[config.mk]
export PLATFORM = sky130hd
export DESIGN_NAME = bram_arb
export DESIGN_NICKNAME = d
export VERILOG_FILES = /design/src/rtl/bram_arb_pkg.sv /design/src/rtl/bram_arb_rr_pick.sv /design/src/rtl/bram_arb.sv
export SDC_FILE = /design/constraint.sdc
export NUM_CORES = 1
export LEC_CHECK = 0
export CAP_MARGIN = 0
export CORE_AREA = 4 4 161 163
export CTS_CLUSTER_SIZE = 8
export DETAILED_ROUTE_END_ITERATION = 10
export DIE_AREA = 0 0 165 167
export DONT_BUFFER_PORTS = 1
export SYNTH_ARGS = -nofsm -noshare
export SYNTH_HDL_FRONTEND = slang
export SYNTH_SLANG_ARGS = --single-unit
[constraint.sdc]
create_clock -name aclk -period 3.1 [get_ports aclk]
set_input_delay 0.31 -clock aclk [delete_from_list [all_inputs] [get_ports aclk]]
set_output_delay 0.31 -clock aclk [all_outputs]
set_load 0.1 [all_outputs]
[src/rtl/bram_arb_pkg.sv]
// Shared definitions for the BRAM port arbiter: FSM encoding and BRAM timing.
package bram_arb_pkg;

  typedef enum logic {
    S_IDLE = 1'b0,
    S_OWN  = 1'b1
  } arb_state_e;

  // Cycles from BRAM_EN to valid BRAM_RDDATA.
  localparam int unsigned BRAM_RD_LAT = 1;

endpackage

[src/rtl/bram_arb_rr_pick.sv]
// Combinational round-robin selector: first set request at or above ptr, with wrap.
module rr_pick #(
  parameter int unsigned NUM_REQ = 4
) (
  input  logic [NUM_REQ-1:0]         req,
  input  logic [$clog2(NUM_REQ)-1:0] ptr,
  output logic [$clog2(NUM_REQ)-1:0] idx,
  output logic                       any
);

  localparam int unsigned IDX_W = $clog2(NUM_REQ);

  int unsigned pos;

  always_comb begin
    idx = '0;
    any = 1'b0;
    pos = 0;
    for (int unsigned k = 0; k < NUM_REQ; k++) begin
      pos = k + ptr;
      if (pos >= NUM_REQ) pos = pos - NUM_REQ;
      if (!any && req[pos]) begin
        any = 1'b1;
        idx = IDX_W'(pos);
      end
    end
  end

endmodule

[src/rtl/bram_arb.sv]
// Round-robin arbiter sharing one BRAM port among NUM_REQ requesters, with
// locked bursts capped at MAX_BURST beats and owner-tagged read returns.
module bram_arb
  import bram_arb_pkg::*;
#(
  parameter int unsigned NUM_REQ   = 4,
  parameter int unsigned ADDR_W    = 32,
  parameter int unsigned MAX_BURST = 16
) (
  input  logic                      aclk,
  input  logic                      areset,
  input  logic [NUM_REQ-1:0]        req,
  input  logic [NUM_REQ-1:0]        req_lock,
  input  logic [NUM_REQ*ADDR_W-1:0] req_addr,
  input  logic [NUM_REQ*4-1:0]      req_we,
  input  logic [NUM_REQ*32-1:0]     req_wrdata,
  output logic [NUM_REQ-1:0]        gnt,
  output logic [NUM_REQ-1:0]        rvalid,
  output logic [31:0]               rddata,
  output logic [ADDR_W-1:0]         BRAM_ADDR,
  output logic [31:0]               BRAM_WRDATA,
  output logic [3:0]                BRAM_WE,
  output logic                      BRAM_EN,
  input  logic [31:0]               BRAM_RDDATA
);

  localparam int unsigned      IDX_W    = $clog2(NUM_REQ);
  localparam int unsigned      CNT_W    = $clog2(MAX_BURST + 1);
  localparam logic [CNT_W-1:0] CNT_MAX  = CNT_W'(MAX_BURST);
  localparam logic [IDX_W-1:0] LAST_IDX = IDX_W'(NUM_REQ - 1);

  arb_state_e       state_q, state_d;
  logic [IDX_W-1:0] owner_q, owner_d;
  logic [IDX_W-1:0] rr_ptr_q, rr_ptr_d;
  logic [CNT_W-1:0] cnt_q, cnt_d;

  logic [IDX_W-1:0] pick_idx;
  logic             pick_any;

  logic              owner_req;
  logic              owner_lock;
  logic [ADDR_W-1:0] own_addr;
  logic [3:0]        own_we;
  logic [31:0]       own_wrdata;
  logic              beat;
  logic              release_own;

  logic [BRAM_RD_LAT-1:0] rd_pipe_v;
  logic [IDX_W-1:0]       rd_pipe_tag [BRAM_RD_LAT];
  logic                   rd_issue;
  logic                   rd_out_v;
  logic [IDX_W-1:0]       rd_out_tag;
  logic [31:0]            rd_hold_q;

  rr_pick #(
    .NUM_REQ(NUM_REQ)
  ) u_rr_pick (
    .req(req),
    .ptr(rr_ptr_q),
    .idx(pick_idx),
    .any(pick_any)
  );

  always_comb begin
    owner_req  = 1'b0;
    owner_lock = 1'b0;
    own_addr   = '0;
    own_we     = '0;
    own_wrdata = '0;
    for (int unsigned i = 0; i < NUM_REQ; i++) begin
      if (owner_q == IDX_W'(i)) begin
        owner_req  = req[i];
        owner_lock = req_lock[i];
        own_addr   = req_addr[i*ADDR_W +: ADDR_W];
        own_we     = req_we[i*4 +: 4];
        own_wrdata = req_wrdata[i*32 +: 32];
      end
    end
  end

  // Reset overrides everything, so a beat is never presented while areset is high.
  assign beat     = (state_q == S_OWN) && owner_req && !areset;
  assign rd_issue = beat && (own_we == 4'b0000);

  always_ff @(posedge aclk) begin
    if (areset) begin
      state_q  <= S_IDLE;
      owner_q  <= '0;
      rr_ptr_q <= '0;
      cnt_q    <= '0;
    end else begin
      state_q  <= state_d;
      owner_q  <= owner_d;
      rr_ptr_q <= rr_ptr_d;
      cnt_q    <= cnt_d;
    end
  end

  always_comb begin
    state_d     = state_q;
    owner_d     = owner_q;
    rr_ptr_d    = rr_ptr_q;
    cnt_d       = cnt_q;
    release_own = 1'b0;
    case (state_q)
      S_IDLE: begin
        if (pick_any) begin
          owner_d = pick_idx;
          cnt_d   = '0;
          state_d = S_OWN;
        end
      end
      S_OWN: begin
        if (owner_req) begin
          cnt_d = cnt_q + 1'b1;
          if (!owner_lock || (cnt_d == CNT_MAX)) release_own = 1'b1;
        end else begin
          release_own = 1'b1;
        end
        if (release_own) begin
          state_d  = S_IDLE;
          rr_ptr_d = (owner_q == LAST_IDX) ? '0 : owner_q + 1'b1;
        end
      end
      default: state_d = S_IDLE;
    endcase
  end

  always_comb begin
    gnt         = '0;
    BRAM_EN     = 1'b0;
    BRAM_ADDR   = '0;
    BRAM_WE     = '0;
    BRAM_WRDATA = '0;
    for (int unsigned i = 0; i < NUM_REQ; i++) begin
      gnt[i] = beat && (owner_q == IDX_W'(i));
    end
    if (beat) begin
      BRAM_EN     = 1'b1;
      BRAM_ADDR   = own_addr;
      BRAM_WE     = own_we;
      BRAM_WRDATA = own_wrdata;
    end
  end

  // The read tag travels alongside the BRAM latency so a release does not disturb it.
  always_ff @(posedge aclk) begin
    if (areset) begin
      rd_pipe_v <= '0;
      for (int unsigned k = 0; k < BRAM_RD_LAT; k++) rd_pipe_tag[k] <= '0;
      rd_hold_q <= '0;
    end else begin
      rd_pipe_v[0]   <= rd_issue;
      rd_pipe_tag[0] <= owner_q;
      for (int unsigned k = 1; k < BRAM_RD_LAT; k++) begin
        rd_pipe_v[k]   <= rd_pipe_v[k-1];
        rd_pipe_tag[k] <= rd_pipe_tag[k-1];
      end
      if (rd_out_v) rd_hold_q <= BRAM_RDDATA;
    end
  end

  assign rd_out_v   = rd_pipe_v[BRAM_RD_LAT-1] && !areset;
  assign rd_out_tag = rd_pipe_tag[BRAM_RD_LAT-1];

  always_comb begin
    rvalid = '0;
    for (int unsigned i = 0; i < NUM_REQ; i++) begin
      rvalid[i] = rd_out_v && (rd_out_tag == IDX_W'(i));
    end
    if (areset)        rddata = '0;
    else if (rd_out_v) rddata = BRAM_RDDATA;
    else               rddata = rd_hold_q;
  end

endmodule

**After elaboration in Yosys (flattened, before gate mapping)**

Memories as Yosys holds them, arrays and structs flattened.
Index checks and enable logic that the tools add are counted.

- Flip-flop bits (word level): 43
- Word-level logic and storage cells: 123
- Output and inout port bits: 109
- Memories kept: 1
- RAM bits: 2
- Input bits: 314

Memory list:

| name | depth | bits a word | read ports | clocked after memory_dff | write ports | RTL line | RTL |
|---|---|---|---|---|---|---|---|
| rd_pipe_tag | 1 | 2 | 1 | 0 | 1 | bram_arb.sv:49 | `logic [IDX_W-1:0] rd_pipe_tag [BRAM_RD_LAT];` |

- Multiplexer cells: 61
- Eq/ne operators: 9
- Bitwise logic cells: 1
- Reduce and logical (&&, ||, !) cells: 28
- Add/subtract/negate cells: 9
- $lt $le $gt $ge: 8

Operator list:

| kind | count |
|---|---|
| two-way mux 32 bit | 16 |
| < comparator 32 x 3 -> 1 bit, second input constant | 4 |
| >= comparator 32 x 3 -> 1 bit, second input constant | 3 |
| subtractor 32 x 3 -> 32 bit, second input constant | 3 |
| two-way mux 1 bit | 26 |
| two-way mux 4 bit | 5 |
| logical AND 1 bit | 15 |
| two-way mux 2 bit | 6 |
| two-way mux 5 bit | 2 |
| case mux 5 bit (2 select lines) | 1 |
| binary-select mux 1 bit (select 2 bit) | 4 |
| == test 2 bit, second input constant | 4 |
| adder 2 x 2 -> 3 bit, first input constant | 2 |
| AND reduction 2 bit | 3 |
| adder 5 x 1 -> 5 bit, second input constant | 1 |
| == test 5 bit, second input constant | 1 |
| zero test 1 bit | 5 |
| == test 2 x 1 -> 1 bit, second input constant | 2 |
| zero test 2 bit | 2 |
| zero test 4 bit | 1 |
| subtractor 2 x 3 -> 4 bit, second input constant | 1 |
| adder 1 x 2 -> 3 bit, first input constant | 1 |
| >= comparator 2 x 3 -> 1 bit, second input constant | 1 |
| adder 2 x 1 -> 2 bit, second input constant | 1 |
| other kinds (6) | 6 |

**Logic depth before layout (Yosys ltp)**

Gate-level depths: netlist of the first run.

- Depth in word-level cells: 16
- Gate-level depth with buffers: 11
- Mapped depth without buffers: 7

**By module**

Synthesis of the first run repeated with hierarchy kept, for this count alone.

- Cell total of the unflattened synthesis: 618
- Area total of the unflattened synthesis: 4058.9 um^2

Modules (own cells, without submodules):

| module | times used | cells each | area an instance (um^2) | sequential area each (um^2) |
|---|---|---|---|---|
| bram_arb | 1 | 603 | 3981.3 | 900.9 |
| rr_pick | 1 | 15 | 77.6 | 0.0 |

**Least setup slack after synthesis of the first run**

No wires, ideal clock.

- Kind: reg-to-output
- Start: register rd_pipe_v
- End: output port rvalid[0]
- Data required time: 2.790 ns
- Setup slack: -0.142 ns
- Path buffers: 1
- Cell stages (with the launch flop): 4
- Arrival: 2.932 ns
- Cells stage by stage: dfxtp_1 > clkbuf_1 > nor2b_1 > nor3b_1

- Word-level cells in the longest chain between the ends: 2

Ends and longest elaborated chain:

| what | RTL line | RTL |
|---|---|---|
| from (decl) | bram_arb.sv:48 | `logic [BRAM_RD_LAT-1:0] rd_pipe_v;` |
| from (signal, indexed assignment) | bram_arb.sv:156 | `rd_pipe_v[k] <= rd_pipe_v[k-1];` |
| logical AND 1 bit | bram_arb.sv:163 | `assign rd_out_v = rd_pipe_v[BRAM_RD_LAT-1] && !areset;` |
| logical AND 1 bit | bram_arb.sv:169 | `rvalid[i] = rd_out_v && (rd_out_tag == IDX_W'(i));` |
| to (decl) | bram_arb.sv:18 | `output logic [NUM_REQ-1:0] rvalid,` |

Every way passes these cells.

**Worst setup path after layout of the first run**

- Start: register owner_q[0]
- End: output port BRAM_WRDATA[21]

- Word-level cells in the longest chain between the ends: 8
- Elaborated cells between the ends (all ways): 15
- Classes of those cells: 3 x eq/ne; 9 x mux; 3 x reduce/logical

Ends and longest elaborated chain:

| what | RTL line | RTL |
|---|---|---|
| from (decl) | bram_arb.sv:33 | `logic [IDX_W-1:0] owner_q, owner_d;` |
| from (signal assigned) | bram_arb.sv:93 | `owner_q <= owner_d;` |
| zero test 2 bit | bram_arb.sv:71 | `if (owner_q == IDX_W'(i)) begin` |
| two-way mux 1 bit (4 in series) | bram_arb.sv:71 |  |
| logical AND 1 bit (2 in series) | bram_arb.sv:82 | `assign beat = (state_q == S_OWN) && owner_req && !areset;` |
| two-way mux 32 bit * | bram_arb.sv:138 | `if (beat) begin` |
| to (decl) | bram_arb.sv:21 | `output logic [31:0] BRAM_WRDATA,` |

Every way passes the cells marked *; elsewhere a longest branch is shown, timed or not.

==> results_dict.tcl, run 1 <==
set metrics [dict create \
    status "finished, final reports clean" \
    power.share.switching 0.467 \
    rsz0062_at_grt "false" \
    cp-endpoint "BRAM_WRDATA[21]" \
    totalWireLength_um 18700 \
    cts_sinks 45 \
    critical_path_arrival_ns 2.61 \
    p_int_mw 1.62 \
    dieArea_mm2 0.0276 \
    drive_gt1_frac 0.341 \
    syn_area_per_cell_um2 6.89 \
    synth_fp_nets 928 \
    gr-total-overflow 0 \
    gp_congestion 0.882 \
    clockBufferDepth 2 \
    p_sw_mw 1.42 \
    finalCritPeriodShare 0.943 \
    synth_edf_count 0 \
    hold_buffers 0 \
    ys_seq_area_frac 0.215 \
    r2r_slack_ns 0.74 \
    critPathLaunchType "flip-flop" \
    critical_path_buf_inv_count 3 \
    synth_area_leaders "dfxtp_1 21%, a221oi_1 14%, nor2b_1 11%" \
    slowest_stage "dfxtp_1" \
    final_area_mm2 0.00655 \
    io_pins 423 \
    fin_crit_ns 2.92 \
    grt_max_degree 86 \
    max_clock_freq_ghz 0.342 \
    htree_levels 2 \
    synth_top_area_cell "dfxtp_1" \
    io_buffers 0 \
    dp.final_hpwl_um 15500 \
    synth_top_area_frac 0.215 \
    end_kind "output pin" \
    power_frac_comb 0.588 \
    cp_max_fo 35 \
    path_clk_slew_ns 0.07 \
    antenna_found_initial 0 \
    first_iter_violations 337 \
    clock_skew_ns 0.0121 \
    viasPerCell 5.03 \
    root_buffer "clkbuf_16" \
    crit_start "owner_q[0]" \
    worst_slew_pin_slew_ns 1.14 \
    place_area_mm2 0.00637 \
    seqPwrFrac 0.206 \
    rr_worst_depth 7 \
    postCtsSetupBuffers 0 \
    die_h_um 167 \
    final_hold_viol_count 0 \
    syn_inst 609 \
    ir_drop_mv 0.403 \
    slew_viol_final 0 \
    r2r_start "owner_q[1]" \
    place_ws_ns 0.505 \
    cp.depth 9 \
    wl_per_cell_um 19.0 \
    fin_ws_ns 0.178 \
    place_inst 976 \
    rows 57 \
    cap_viol_max_count 0 \
    syn_area_mm2 0.00420 \
    grt_pass1_wl_um 26400 \
    cts_tree "built" \
    rr_endpoint "rr_ptr_q[0]" \
    cts-resized-gates 0 \
    yosysWarnings 0 \
    coreArea_mm2 0.0243 \
    cpPeakStageDelay_ns 0.37 \
    stdcell_count 984 \
    holdWs_ns 0.0868 \
    worstPathRequired_ns 2.79 \
    ant_nets 0 \
    final_nets 978 \
    dr.pass1.iters 5 \
    area_growth_pct 55.9 \
    synth_cell_types 38 \
    clock_latency_ns 0.29 \
    initial_core_util 0.173 \
    cts_buffers 5 \
    path_class "reg -> out" \
    worstPathCellList "inv_1 -> ha_1 -> nor2b_4 -> buf_4 -> a221oi_1 -> nor3_1 -> a21oi_1 -> nor2_2 -> buf_12" \
    via_count 4952 \
    relSlewSlack 0.242 \
    setup_tns_ns 0 \
    grt_usage 0.120 \
    antenna_cells 0 \
    ys_ff_latch 45 \
    powerDensity_mw_per_mm2 464 \
    clockPowerShare 0.206 \
    hold_path.class "in -> reg" \
    async_reset_ff_frac 0 \
    setup_viol 0 \
    synth_flop_cell "dfxtp_1" \
    drc 0 \
    die_w_um 165 \
    grt_pass1_vias 4672 \
    cpLargestDelayFamily "buffers and inverters" \
    p_leak_nw 2.17 \
]
[layout make-up]
class                      instances  area (um2)
clock buffer                       5         125
clock inverter                     3        48.8
fill                            2576       17800
inverter                           6        22.5
multi-input combinational        494        3290
sequential                        45         902
tap                              324         405
timing repair buffer             107        1750
[Yosys cell counts (5+ instances only)]
| library cell | n |
|---|---|
| a221oi_1 | 66 |
| dfxtp_1 | 45 |
| mux2i_1 | 36 |
| nor2b_1 | 71 |
| nor2_1 | 110 |
| buf_2 | 16 |
| ha_1 | 5 |
| and3_1 | 6 |
| o21ai_0 | 5 |
| inv_1 | 5 |
| nor3_1 | 71 |
| clkbuf_1 | 39 |
| a21oi_1 | 74 |
| nand3_1 | 7 |
| nand2b_1 | 5 |
| nand2_1 | 7 |
[per-stage QoR]
stage,util,power [mW]
5_1_grt,0.269,3.22
4_1_cts,0.269,3.05
3_3_place_gp,0.262,2.40
6_report,0.269,3.04
3_5_place_dp,0.262,2.43
2_1_floorplan,-,1.93
[cell usage in the layout (no fill, tap or decap), drive strengths merged, types with 2 or more instances in the layout]
master	n
and2	4
a221oi	66
a22oi	4
clkbuf	5
nor2b	71
nor2	110
ha	5
o21ai	5
o22ai	4
nand2b	5
nand2	8
nor3b	2
buf	107
dfxtp	45
mux2i	36
nor3	71
and3	6
or3	2
inv	7
a21oi	74
nand3	7
nand4	3
a211oi	2
[worst min-delay path by stage]
stage | start | to | slack [ns] | cells after the start
after detailed placement | areset | owner_q[1] | 0.39 | 1
after global placement | areset | state_q | 0.39 | 1
after global routing | areset | state_q | 0.07 | 1
after floorplan | cnt_q[4] | cnt_q[4] | 0.47 | 2
after CTS | areset | state_q | 0.08 | 1
final | areset | owner_q[1] | 0.09 | 1
[registers in the layout (all words and copies together), names as in the netlist]
signal	count
owner_q	2
rd_pipe_v	1
rr_ptr_q	2
state_q	1
rd_hold_q	32
cnt_q	5
rd_pipe_tag	2
[power by group through the flow]
stage          Combinational [mW]  Clock, mW  Sequential (mW)
6_report                     1.79      0.625            0.626
5_1_grt                      1.93      0.657            0.629
4_1_cts                      1.80      0.634            0.625
3_5_place_dp                 1.79          0            0.638
3_3_place_gp                 1.77          0            0.637
2_1_floorplan                1.31          0            0.625
[worst register-to-register path: cells and delay by family, from the launching register on]
kind | cells | cell delay, ns
buffers and inverters | 2 | 0.62
adders and majority gates | 1 | 0.23
DFF | 1 | 0.45
and+or+nand+nor | 1 | 0.08
AOI/OAI and AO/OA | 3 | 0.92
[kinds of logic (layout without fill, tap and decap cells)]
kind of cell	after synthesis	after routing	share of synthesized area
adder cells (fa/ha/maj)	5	5	0.0149
buffers and inverters	70	121	0.0745
multiplexers	36	36	0.0858
flip-flops	45	45	0.215
AO/OA/AOI/OAI	160	160	0.262
AND/OR/NAND/NOR	293	293	0.348
[layer usage]
layer,vias to the layer above,part of all wire,GRT usage
met2,354,0.52,0.224
met4,0,0.012,0.0242
met5,-,0,0
met3,21,0.12,0.0425
li1,2319,-,-
met1,2258,0.35,0.130
Power figures use the tool's default switching activity.
==> run 2, diff against run 1 <==
- SETUP_SLACK_MARGIN: not set -> 0.5
- SLEW_MARGIN: not set -> 20
==> run 2 against run 1 <==
  * Sequential power hardly changed
  * Cell count is 0.41% higher
  * Global-route usage is 1.2 points higher
  * Critical path type unchanged
  * Highest routed layer unchanged
==> results_dict.tcl, run 2 (synthesized netlist as in run 1, its figures left out) <==
set metrics [dict create \
    end_kind "output pin" \
    clock_latency_ns 0.28 \
    cts_buffers 5 \
    critPathLaunchType "flip-flop" \
    root_buffer "clkbuf_16" \
    critical_path_buf_inv_count 4 \
    holdWs_ns 0.135 \
    clock_skew_ns 0.00433 \
    powerDensity_mw_per_mm2 479 \
    drive_gt1_frac 0.404 \
    relSlewSlack 0.260 \
    hold_path_end "owner_q[1]" \
    dp.final_hpwl_um 16700 \
    path_class "reg -> out" \
    io_pins 423 \
    rr_worst_depth 8 \
    grt_pass1_vias 4630 \
    antenna_found_initial 0 \
    r2r_start "owner_q[0]" \
    crit_top_cell "buf_12" \
    p_leak_nw 2.24 \
    crit_start "owner_q[0]" \
    dr.pass1.iters 5 \
    worst_slew_pin_slew_ns 1.11 \
    cts_tree "built" \
    io_buffers 0 \
    setup_tns_ns 0 \
    critical_path_arrival_ns 2.29 \
    report.power.total_mw 3.35 \
    stdcell_count 988 \
    initial_core_util 0.173 \
    cap_viol_max_count 0 \
    worstPathRequired_ns 2.79 \
    multiInputGateArea_mm2 0.00365 \
    slowest_stage "a221oi_1" \
    dieArea_mm2 0.0276 \
    final_cell_mix "77 x buf_12, 70 x nor2b_1, 68 x nor2_2" \
    ant_nets 0 \
    grt_pass1_wl_um 28400 \
    rr_endpoint "rr_ptr_q[0]" \
    hold_path.class "in -> reg" \
    drc 0 \
    final_hold_viol_count 0 \
    final_common_cell "buf_12" \
    status "finished, final reports clean" \
    finish.utilization 0.288 \
    antenna_cells 0 \
    place_ws_ns 0.337 \
    largest_reg_flops 32 \
    final_nets 982 \
    rows 57 \
    gr-total-overflow 0 \
    regMostFlops "rd_hold_q" \
    die_h_um 167 \
    r2r_slack_ns 0.79 \
    fin_crit_ns 2.60 \
    place_inst 963 \
    path_clk_slew_ns 0.06 \
    gp_congestion 0.942 \
    cp_max_fo 8 \
    coreArea_mm2 0.0243 \
    final_area_mm2 0.00699 \
    grt_max_degree 99 \
    seq_area_um2 907 \
    totalWireLength_um 21200 \
    ir_drop_mv 0.292 \
    htree_levels 2 \
    top_regs "rd_hold_q: 32 flops, cnt_q: 5 flops" \
    clockBufferDepth 2 \
    cpPeakStageDelay_ns 0.40 \
    cpLargestDelayFamily "compound AO/OA/AOI/OAI gates" \
    wl_per_cell_um 21.5 \
    setup_viol 0 \
    fillers 2533 \
    die_w_um 165 \
    slew_viol_final 0 \
    max_clock_freq_ghz 0.385 \
    first_iter_violations 372 \
    cts_sinks 45 \
    hold_depth 1 \
    place_area_mm2 0.00646 \
    hold_path.startpoint "areset" \
    via_count 4976 \
    fin_ws_ns 0.504 \
    rsz0062_at_grt "true" \
    area_growth_pct 66.6 \
    viasPerCell 5.04 \
    grt_usage 0.132 \
    finalCritPeriodShare 0.837 \
    worstPathCellList "inv_4 -> ha_4 -> nor2b_4 -> buf_12 -> buf_4 -> a221oi_1 -> nor3_1 -> a21oi_2 -> nor2_2 -> buf_12" \
]
## run 2: cell count changes in the layout (fill, tap and decap cells not counted), moves of 3 or more
cell	change
buf_4	-4
a221oi_1	-11
a221oi_2	+11
a21oi_2	+17
nor2_2	-32
a21oi_1	-17
nor3_1	-4
nor2_4	+32
buf_6	+3
nor3_2	+4
## run 2: worst max-delay path by stage
stage | end | cells after the start | slack [ns]
3_5_place_dp | BRAM_WE[0] | 10 | 0.34
6_report | BRAM_ADDR[12] | 10 | 0.50
2_1_floorplan | BRAM_ADDR[12] | 9 | -0.10
5_1_grt | BRAM_WE[0] | 10 | 0.42
3_3_place_gp | BRAM_WE[0] | 10 | 0.43
4_1_cts | BRAM_WE[0] | 10 | 0.49
## run 2: per-layer routing
| metal | vias to the layer above | global-route usage | wire [um] |
|---|---|---|---|
| met3 | 12 | 0.0314 | 1970 |
| met4 | 0 | 0.00687 | 78 |
| met5 | - | 0 | 0 |
| met2 | 293 | 0.243 | 11100 |
| met1 | 2332 | 0.162 | 8080 |
| li1 | 2339 | - | - |
## run 2: where the power goes
group          switching [mW]  total, mW  internal [mW]
registers              0.0217      0.624          0.602
clock network           0.215      0.513          0.299
logic                    1.38       2.22          0.839
total                    1.61       3.35           1.74
## run 2: layout make-up
cell class / instances / area share
Timing Repair Buffer: 110 / 0.266
Clock buffer: 6 / 0.0184
Clock inverter: 2 / 0.00215
Inverter: 6 / 0.00394
Tap cell: 324 / 0.0580
Multi-Input combinational cell: 495 / 0.522
Sequential cell: 45 / 0.130
## run 2: what timing repair did
| action | 4_1_cts | 5_1_grt |
|---|---|---|
| hold buffers | 0 | 0 |
| resized for setup | 19 | 32 |
| cloned | 2 | 1 |
| setup endpoints to repair | 73 | 66 |
| buffers inserted | 9 | 5 |
| pin swaps | 5 | 6 |
==> run 3, diff against run 2 <==
- clock period: 3.1 -> 2.5 ns (I/O delays scaled with it)
==> run 3 against run 2 <==
  * Routed wire length rose by 6.9%
  * First-iteration DRC count decreased by 27%
  * Clock skew shrank 0.0020 ns
  * Largest power group unchanged
  * Highest routed layer unchanged
  * Critical endpoint is now BRAM_WRDATA[7]
==> results_dict.tcl, run 3 (synthesized netlist as in run 1, its figures left out) <==
set metrics [dict create \
    cp-endpoint "BRAM_WRDATA[7]" \
    final_common_cell "buf_12" \
    area_growth_pct 107 \
    wl_per_cell_um 21.7 \
    top_regs "rd_hold_q: 32 flops, cnt_q: 5 flops" \
    clockBufferDepth 2 \
    io_buffers 0 \
    path_clk_slew_ns 0.06 \
    wl_met3_um 1920 \
    first_iter_violations 271 \
    multiInputGateArea_mm2 0.00453 \
    r2r_start "owner_q[0]" \
    hold_path.startpoint "areset" \
    regMostFlops "rd_hold_q" \
    antenna_found_initial 0 \
    relSlewSlack 0.273 \
    rr_worst_depth 12 \
    largest_reg_flops 32 \
    met1Wirelength_um 8670 \
    worstPathRequired_ns 2.25 \
    final_cell_mix "84 x buf_12, 78 x nor2_4, 68 x nor2b_1" \
    max_clock_freq_ghz 0.405 \
    place_ws_ns 0.129 \
    powerDensity_mw_per_mm2 574 \
    cts_sinks 45 \
    finish.utilization 0.357 \
    cp_max_fo 91 \
    fin_ws_ns 0.0326 \
    ir_drop_mv 0.461 \
    via_count 5237 \
    dr.pass1.iters 5 \
    io_pins 423 \
    final_nets 1039 \
    die_h_um 167 \
    totalWireLength_um 22700 \
    critPathLaunchType "flip-flop" \
    final_area_mm2 0.00868 \
    hold_buffers 0 \
    dieArea_mm2 0.0276 \
    gp_congestion 0.865 \
    drc 0 \
    root_buffer "clkbuf_16" \
    r2r_slack_ns 0.30 \
    cts_buffers 5 \
    grt_pass1_wl_um 28300 \
    dr.max_layer_used "met4" \
    drive_gt1_frac 0.601 \
    status "finished, final reports clean" \
    power_frac_comb 0.718 \
    final_hold_viol_count 0 \
    viasPerCell 5.01 \
    die_w_um 165 \
    critical_path_arrival_ns 2.22 \
    p_sw_mw 2.38 \
    htree_levels 2 \
    p_leak_nw 2.83 \
    seq_area_um2 912 \
    cts_tree "built" \
    antenna_cells 0 \
    fin_crit_ns 2.47 \
    slew_viol_final 0 \
    fillers 2394 \
    dp.final_hpwl_um 15700 \
    wl_met2_um 11900 \
    setup_viol 0 \
    cap_viol_max_count 0 \
    crit_start "owner_q[1]" \
    initial_core_util 0.173 \
    clock_skew_ns 0.00232 \
    seqPwrFrac 0.156 \
    clockPowerShare 0.126 \
    hold_path.class "in -> reg" \
    grt_max_degree 92 \
    p_int_mw 2.60 \
    worst_slew_pin_slew_ns 1.09 \
    finalCritPeriodShare 0.987 \
    grt_usage 0.131 \
    clock_latency_ns 0.28 \
    power.share.switching 0.478 \
    gr-total-overflow 0 \
    end_kind "output pin" \
    grt_pass1_vias 4997 \
    path_class "reg -> out" \
    rows 57 \
    ant_nets 0 \
    coreArea_mm2 0.0243 \
    place_area_mm2 0.00692 \
    rr_endpoint "cnt_q[4]" \
    rsz0062_at_grt "true" \
]
## run 3: cell count changes in the layout (fill, tap and decap cells not counted), sizes merged
cell / before / now
clkinv: 0 / 2
buf: 109 / 163
clkinvlp: 2 / 0
clkbuf: 7 / 10
## run 3: worst min path at each step
| stage | to | slack (ns) | depth (start not counted) |
|---|---|---|---|
| 2_1_floorplan | owner_q[0] | 0.45 | 2 |
| 3_3_place_gp | owner_q[1] | 0.32 | 1 |
| 3_5_place_dp | owner_q[1] | 0.32 | 1 |
| 4_1_cts | owner_q[1] | 0.02 | 1 |
| 5_1_grt | state_q | 0.01 | 1 |
| 6_report | owner_q[1] | 0.04 | 1 |
## run 3: cell type report
| cell class | instances | share of cell area |
|---|---|---|
| Clock buffer | 6 | 0.0149 |
| Inverter | 6 | 0.00505 |
| Multi-Input combinational cell | 495 | 0.522 |
| Clock inverter | 2 | 0.00115 |
| Timing Repair Buffer | 167 | 0.305 |
| Tap cell | 324 | 0.0467 |
| Sequential cell | 45 | 0.105 |
## run 3: critical path, stage by stage, from the launching register on
cell and delay, ns:
dfxtp_4 0.36, buf_6 0.12, ha_4 0.18, buf_16 0.19, nor2b_1 0.22, nor3_1 0.29
a21oi_1 0.12, nor2_4 0.16, buf_12 0.18
## run 3: metal layers
layer / global-route usage / vias to the layer above
li1: - / 2447
met1: 0.148 / 2514
met2: 0.237 / 260
met3: 0.0465 / 16
met4: 0.0203 / 0
met5: 0 / -
## run 3: power groups by stage
stage / Clock [mW] / Sequential, mW / Combinational, mW
after global routing: 0.694 / 0.779 / 3.78
after global placement: 0 / 0.793 / 2.52
after floorplan: 0 / 0.781 / 1.92
final: 0.629 / 0.776 / 3.57
after detailed placement: 0 / 0.794 / 2.55
after CTS: 0.661 / 0.777 / 2.94
## run 3: timing repair
item | in CTS | in global routing
gates cloned | 6 | 5
resized for setup | 88 | 142
endpoints found under the setup margin | 92 | 80
buffers inserted | 23 | 11
hold endpoints to repair | 0 | 0
pin swaps | 17 | 42
## run 3: through the flow
step / hold slack (ns) / cells / power, mW / setup TNS (ns)
floorplan: 0.450 / 609 / 2.70 / 0
global placement: 0.318 / 992 / 3.31 / 0
detailed placement: 0.322 / 992 / 3.34 / 0
CTS: 0.0160 / 1029 / 4.38 / 0
global route: 0.0134 / 1045 / 5.25 / -0.945
finish: 0.0352 / 1045 / 4.98 / 0
